## config.mk

```make
export PLATFORM = sky130hd
export DESIGN_NAME = stopwatch_counter
export DESIGN_NICKNAME = d
export VERILOG_FILES = /design/src/rtl/stopwatch_pkg.sv /design/src/rtl/bcd_digit.sv /design/src/rtl/stopwatch_counter.sv
export SDC_FILE = /design/constraint.sdc
export NUM_CORES = 1
export LEC_CHECK = 0
export BUFFER_PORTS_ARGS = -buffer_cell sky130_fd_sc_hd__buf_2
export CAP_MARGIN = 20
export CORE_ASPECT_RATIO = 1.4
export CORE_MARGIN = 4
export CORE_UTILIZATION = 62
export CTS_BUF_LIST = sky130_fd_sc_hd__clkbuf_2 sky130_fd_sc_hd__clkbuf_4 sky130_fd_sc_hd__clkbuf_8
export DETAILED_ROUTE_END_ITERATION = 12
export PLACE_DENSITY = 0.82
export SLEW_MARGIN = 0
export SYNTH_ARGS = -nofsm -noshare
export SYNTH_HDL_FRONTEND = slang
export SYNTH_SLANG_ARGS = --single-unit
```

## constraint.sdc

```tcl
create_clock -name clk -period 2.95 [get_ports clk]
set_input_delay 0.295 -clock clk [delete_from_list [all_inputs] [get_ports clk]]
set_output_delay 0.295 -clock clk [all_outputs]
set_load 0.05 [all_outputs]
```

## src/rtl/stopwatch_pkg.sv

```systemverilog
// Shared types and constants for the stopwatch time-keeping core.
package stopwatch_pkg;

    typedef enum logic [1:0] {
        IDLE  = 2'd0,
        RUN   = 2'd1,
        PAUSE = 2'd2
    } state_e;

    localparam int unsigned TICK_DIV_DEFAULT = 500000;
    localparam int unsigned NUM_DIGITS       = 8;
    localparam int unsigned DIGIT_W          = 4;
    localparam int unsigned DISP_W           = NUM_DIGITS * DIGIT_W;
    localparam int unsigned NUM_BTN          = 3;

    // Per-digit wrap values: decimal digits roll at 9, tens of sec/min at 5.
    localparam logic [DIGIT_W-1:0] MAX_DEC = 4'd9;
    localparam logic [DIGIT_W-1:0] MAX_SEX = 4'd5;

endpackage

```

## src/rtl/bcd_digit.sv

```systemverilog
// One BCD counter digit: wraps at MAX and emits a carry on the wrapping increment.
module bcd_digit
    import stopwatch_pkg::*;
#(
    parameter logic [DIGIT_W-1:0] MAX = MAX_DEC
) (
    input  logic               clk,
    input  logic               rst_n,
    input  logic               clr,
    input  logic               inc,
    output logic [DIGIT_W-1:0] q,
    output logic               carry
);

    logic [DIGIT_W-1:0] q_q;
    logic [DIGIT_W-1:0] q_d;

    // Next digit value: clear beats increment; anything at or past MAX wraps to 0.
    always_comb begin
        q_d = q_q;
        if (clr) begin
            q_d = '0;
        end else if (inc) begin
            q_d = (q_q >= MAX) ? '0 : DIGIT_W'(q_q + DIGIT_W'(1));
        end
    end

    // Digit register.
    always_ff @(posedge clk or negedge rst_n) begin
        if (!rst_n) begin
            q_q <= '0;
        end else begin
            q_q <= q_d;
        end
    end

    assign q     = q_q;
    assign carry = inc & (q_q == MAX);

endmodule

```

## src/rtl/stopwatch_counter.sv

```systemverilog
// Stopwatch core: button conditioning, run/pause FSM, 10 ms prescaler,
// HH:MM:SS.cc BCD cascade and lap freeze.
module stopwatch_counter
    import stopwatch_pkg::*;
#(
    parameter int unsigned TICK_DIV = TICK_DIV_DEFAULT
) (
    input  logic               clk,
    input  logic               rst_n,
    input  logic               start_stop,
    input  logic               clear,
    input  logic               lap,
    output logic [DIGIT_W-1:0] data1,
    output logic [DIGIT_W-1:0] data2,
    output logic [DIGIT_W-1:0] data3,
    output logic [DIGIT_W-1:0] data4,
    output logic [DIGIT_W-1:0] data5,
    output logic [DIGIT_W-1:0] data6,
    output logic [DIGIT_W-1:0] data7,
    output logic [DIGIT_W-1:0] data8,
    output logic               running,
    output logic               frozen
);

    localparam int unsigned    PRE_W    = (TICK_DIV > 2) ? $clog2(TICK_DIV) : 1;
    localparam logic [PRE_W-1:0] PRE_LAST = PRE_W'(TICK_DIV - 1);

    // Button index map: 0 = start_stop, 1 = clear, 2 = lap.
    logic [NUM_BTN-1:0] btn_raw;
    logic [NUM_BTN-1:0] btn_pulse;
    logic               clr_p;
    logic               ss_p;
    logic               lap_p;

    state_e             state_q, state_d;
    logic [PRE_W-1:0]   pre_q, pre_d;
    logic               tick;
    logic [DISP_W-1:0]  live;
    logic [DISP_W-1:0]  lap_q, lap_d;
    logic               frozen_q, frozen_d;
    logic [NUM_DIGITS-2:0] carry;
    logic               carry_unused;
    logic [DISP_W-1:0]  disp;

    assign btn_raw = {lap, clear, start_stop};

    // Two-flop synchronizer plus rising-edge detector per button.
    for (genvar b = 0; b < int'(NUM_BTN); b++) begin : g_btn
        logic [1:0] sync_q;
        logic       prev_q;

        // Sync chain and previous-level register.
        always_ff @(posedge clk or negedge rst_n) begin
            if (!rst_n) begin
                sync_q <= '0;
                prev_q <= 1'b0;
            end else begin
                sync_q <= {sync_q[0], btn_raw[b]};
                prev_q <= sync_q[1];
            end
        end

        assign btn_pulse[b] = sync_q[1] & ~prev_q;
    end

    // Same-cycle priority: clear > start_stop > lap.
    assign clr_p = btn_pulse[1];
    assign ss_p  = btn_pulse[0] & ~btn_pulse[1];
    assign lap_p = btn_pulse[2] & ~btn_pulse[1] & ~btn_pulse[0];

    // Tick is qualified by the current state, before any transition.
    assign tick = (state_q == RUN) && (pre_q == PRE_LAST);

    // Next-state, prescaler and lap-freeze logic.
    always_comb begin
        state_d  = state_q;
        pre_d    = pre_q;
        lap_d    = lap_q;
        frozen_d = frozen_q;

        if (clr_p) begin
            state_d = IDLE;
        end else if (ss_p) begin
            case (state_q)
                IDLE:    state_d = RUN;
                RUN:     state_d = PAUSE;
                PAUSE:   state_d = RUN;
                default: state_d = IDLE;
            endcase
        end

        if (clr_p || (state_q == IDLE)) begin
            pre_d = '0;
        end else if (state_q == RUN) begin
            pre_d = tick ? '0 : PRE_W'(pre_q + PRE_W'(1));
        end

        if (clr_p) begin
            frozen_d = 1'b0;
        end else if (lap_p) begin
            if (frozen_q) begin
                if (state_q != IDLE) begin
                    frozen_d = 1'b0;
                end
            end else if (state_q == RUN) begin
                frozen_d = 1'b1;
                lap_d    = live;
            end
        end
    end

    // Control registers.
    always_ff @(posedge clk or negedge rst_n) begin
        if (!rst_n) begin
            state_q  <= IDLE;
            pre_q    <= '0;
            lap_q    <= '0;
            frozen_q <= 1'b0;
        end else begin
            state_q  <= state_d;
            pre_q    <= pre_d;
            lap_q    <= lap_d;
            frozen_q <= frozen_d;
        end
    end

    // Digit cascade, least significant first; carries ripple within the tick cycle.
    bcd_digit #(.MAX(MAX_DEC)) u_d1 (.clk(clk), .rst_n(rst_n), .clr(clr_p), .inc(tick),
                                     .q(live[3:0]),   .carry(carry[0]));
    bcd_digit #(.MAX(MAX_DEC)) u_d2 (.clk(clk), .rst_n(rst_n), .clr(clr_p), .inc(carry[0]),
                                     .q(live[7:4]),   .carry(carry[1]));
    bcd_digit #(.MAX(MAX_DEC)) u_d3 (.clk(clk), .rst_n(rst_n), .clr(clr_p), .inc(carry[1]),
                                     .q(live[11:8]),  .carry(carry[2]));
    bcd_digit #(.MAX(MAX_SEX)) u_d4 (.clk(clk), .rst_n(rst_n), .clr(clr_p), .inc(carry[2]),
                                     .q(live[15:12]), .carry(carry[3]));
    bcd_digit #(.MAX(MAX_DEC)) u_d5 (.clk(clk), .rst_n(rst_n), .clr(clr_p), .inc(carry[3]),
                                     .q(live[19:16]), .carry(carry[4]));
    bcd_digit #(.MAX(MAX_SEX)) u_d6 (.clk(clk), .rst_n(rst_n), .clr(clr_p), .inc(carry[4]),
                                     .q(live[23:20]), .carry(carry[5]));
    bcd_digit #(.MAX(MAX_DEC)) u_d7 (.clk(clk), .rst_n(rst_n), .clr(clr_p), .inc(carry[5]),
                                     .q(live[27:24]), .carry(carry[6]));
    bcd_digit #(.MAX(MAX_DEC)) u_d8 (.clk(clk), .rst_n(rst_n), .clr(clr_p), .inc(carry[6]),
                                     .q(live[31:28]), .carry(carry_unused));

    // Display: held lap value while frozen, otherwise the live count.
    assign disp    = frozen_q ? lap_q : live;
    assign data1   = disp[3:0];
    assign data2   = disp[7:4];
    assign data3   = disp[11:8];
    assign data4   = disp[15:12];
    assign data5   = disp[19:16];
    assign data6   = disp[23:20];
    assign data7   = disp[27:24];
    assign data8   = disp[31:28];
    assign running = (state_q == RUN);
    assign frozen  = frozen_q;

endmodule

```

==> flow_summary.json <==
{
  "critPathRequiredTime_ns": 3.22,
  "skew_ns": 0.00966,
  "antenna_found_initial": 0,
  "synth_top_area_share_pct": 47.1,
  "firstDrtPassIters": 5,
  "drc": 0,
  "numCtsBuffers": 9,
  "yosysSeqAreaShare_pct": 47.1,
  "grt_pass1_vias": 4083,
  "pre_cts_ws_ns": 0.478,
  "worstRegToRegCells": 6,
  "die_x_um": 84.2,
  "ys_ff_latch": 95,
  "clk_pin_slew_worst_paths_ns": 0.09,
  "rsz0062_at_grt": "false",
  "p_leak_nw": 2.55,
  "setup_violations": 0,
  "cts.path.max_buffers": 2,
  "cts_root_buf": "clkbuf_8",
  "clk_latency_ns": 0.37,
  "synth.area.top_cells": "dfrtp_1, mux2_2, ha_1",
  "vias": 4032,
  "cts_tree": "built",
  "start_util_pct": 64.3,
  "num_rows": 38,
  "p_seq_share_pct": 47.9,
  "gp_congestion": 0.884,
  "wl_per_cell_um": 16.3,
  "ys_async_sr_fraction_pct": 100,
  "synthToLayoutAreaGrowth_pct": 9.85,
  "die_h_um": 115,
  "wl_um": 10700,
  "grt_max_degree": 53,
  "port_buffers": 38,
  "powerDensity_mw_per_mm2": 532,
  "timing.slew.headroom_pct": 55.8,
  "synth_cell_types": 59,
  "hold_violations": 0,
  "synth-main-ff-cell": "dfrtp_1",
  "vias_per_cell": 6.14,
  "cts_resized": 0,
  "synth_area_mm2": 0.00504,
  "critical_path_arrival_ns": 2.77,
  "fin_ws_ns": 0.453,
  "drv_slew": 0,
  "coreArea_mm2": 0.00785,
  "slowest_stage": "or4b_1",
  "nFillCells": 616,
  "grt_usage_pct": 23.6,
  "critPathKind": "flop to flop",
  "cts_sinks": 95,
  "tightest_slew_ns": 0.659,
  "dp.final_hpwl_um": 7580,
  "cts_max_level": 3,
  "finalCriticalPeriod_ns": 2.50,
  "yosysWarnings": 0,
  "synth_fp_nets": 549,
  "max_freq_mhz": 401,
  "dieArea_mm2": 0.00966,
  "power_switching_uw": 950,
  "synth_area_per_cell_um2": 9.72,
  "critPathMaxFanout": 11,
  "startpoint_type": "flop",
  "synth_top_area_cell": "dfrtp_1",
  "io_pins": 39,
  "p_int_mw": 2.00,
  "max_stage_delay_ns": 0.57,
  "synth-edff-count": 0,
  "synth_cells": 519,
  "final_nets": 582,
  "n_antenna_cell": 0,
  "max_cap_violations": 0,
  "setup_tns_ns": 0,
  "final_antenna_net_count": 0,
  "p_clk_share_pct": 31.4,
  "layout-drive-gt1-share_pct": 18.9,
  "grt_pass1_wl_um": 18600,
  "period_share_pct": 84.6,
  "combPwrFrac_pct": 20.7,
  "outcome": "finished, final reports clean",
  "grt_overflow": 0,
  "hold_depth": 1,
  "p_sw_share_pct": 32.2,
  "cp_cell_sequence": "or4b_1 -> nor4_4 -> buf_4 -> and2_1 -> nand3_1 -> o31ai_1",
  "irDropWorstVdd_uv": 438,
  "endpoint_kind": "flop",
  "hold_class": "input pin to flop",
  "drtIter0Drc": 222
}
[worst max-delay path: cells and delay by family (launching register included)]
family / cells / cell delay [ns]
flip-flops: 1 / 0.43
AND/OR/NAND/NOR: 4 / 1.48
buffers and inverters: 1 / 0.26
AO/OA/AOI/OAI: 1 / 0.22
[state kept, by name, summed over array words and instances (netlist names), 3 cells and up]
name,flops
u_d1.q,4
u_d7.q,4
u_d6.q,4
u_d3.q,4
u_d8.q,4
u_d5.q,4
u_d2.q,4
g_btn.prev_q,3
u_d4.q,4
lap_q,32
pre_q,19
g_btn.sync_q,6
[metal layers]
layer	track usage, %	vias up	part of all wire, %
li1	-	1921	-
met2	42.8	111	52
met4	9.23	0	1.9
met5	0	-	0
met1	28.0	1980	41
met3	3.87	20	4.6
[final timing paths]
path	startpoint	end	slack, ns
min	lap	g_btn[2].sync_q[0]	0.03
min reg2reg	g_btn[2].sync_q[0]	g_btn[2].sync_q[1]	0.35
min in group asynchronous	rst_n	u_d7.q[1]	0.46
max	pre_q[11]	u_d4.q[0]	0.45
max in group asynchronous	rst_n	u_d3.q[2]	1.74
max reg2reg	pre_q[11]	u_d4.q[0]	0.45
[power by group through the flow]
stage,Sequential (mW),Combinational [mW],Clock [mW]
global placement,1.43,0.594,0
finish,1.41,0.610,0.925
detailed placement,1.44,0.612,0
CTS,1.41,0.613,0.929
global route,1.42,0.670,0.991
floorplan,1.45,0.440,0
[final cells by class]
| class | count | area, um2 | area share (%) |
|---|---|---|---|
| Multi-Input combinational cell | 373 | 2460 | 44.5 |
| Sequential cell | 95 | 2380 | 42.9 |
| Timing Repair Buffer | 46 | 255 | 4.61 |
| Clock buffer | 12 | 165 | 2.98 |
| Tap cell | 100 | 125 | 2.26 |
| Inverter | 27 | 101 | 1.83 |
| Clock inverter | 4 | 52.6 | 0.948 |
[cells by family after synthesis]
group / count (synthesis) / synth area share [%]
buf+inv: 51 / 4.07
xor+xnor: 2 / 0.347
compound gates: 129 / 15.3
mux: 36 / 8.01
simple gates: 181 / 19.0
fa+ha+maj: 25 / 6.20
flops: 95 / 47.1
[synth_stat cells (all sizes together), types with 10 or more instances]
cell    instances
inv            27
a31oi          10
nand4          14
ha             25
o21ai          56
nand3          25
a21oi          27
dfrtp          95
nand2          71
mux2           32
nor2           16
clkbuf         19
[layout by cell type, fill, tap and decap left out, drive strengths merged, types with 6 or more instances in the layout]
cell type and count:
inv 27, a31oi 10, nand2b 6, buf 45, nand4 14, ha 25, mux2 32, clkbuf 12
o31ai 8, dfrtp 95, nand2 71, o21ai 56, nor2 16, nand3 25, a21oi 27
[timing repair]
item | CTS | global route
hold endpoints to repair | 43 | 0
setup endpoints to repair | 0 | 0
buffers inserted | 0 | 0
hold buffers | 1 | 0
[metrics by stage]
step	power, mW	instance area, um2	hold slack [ns]	utilization, %	instances
finish	2.95	5540	0.0300	70.6	657
global route	3.08	5540	0.0157	70.6	657
CTS	2.95	5540	0.0211	70.6	657
detailed placement	2.05	5310	0.328	67.7	640
global placement	2.03	5310	0.321	67.7	640
floorplan	1.89	5040	-0.000591	-	519
(Power assumes the default switching activity.)
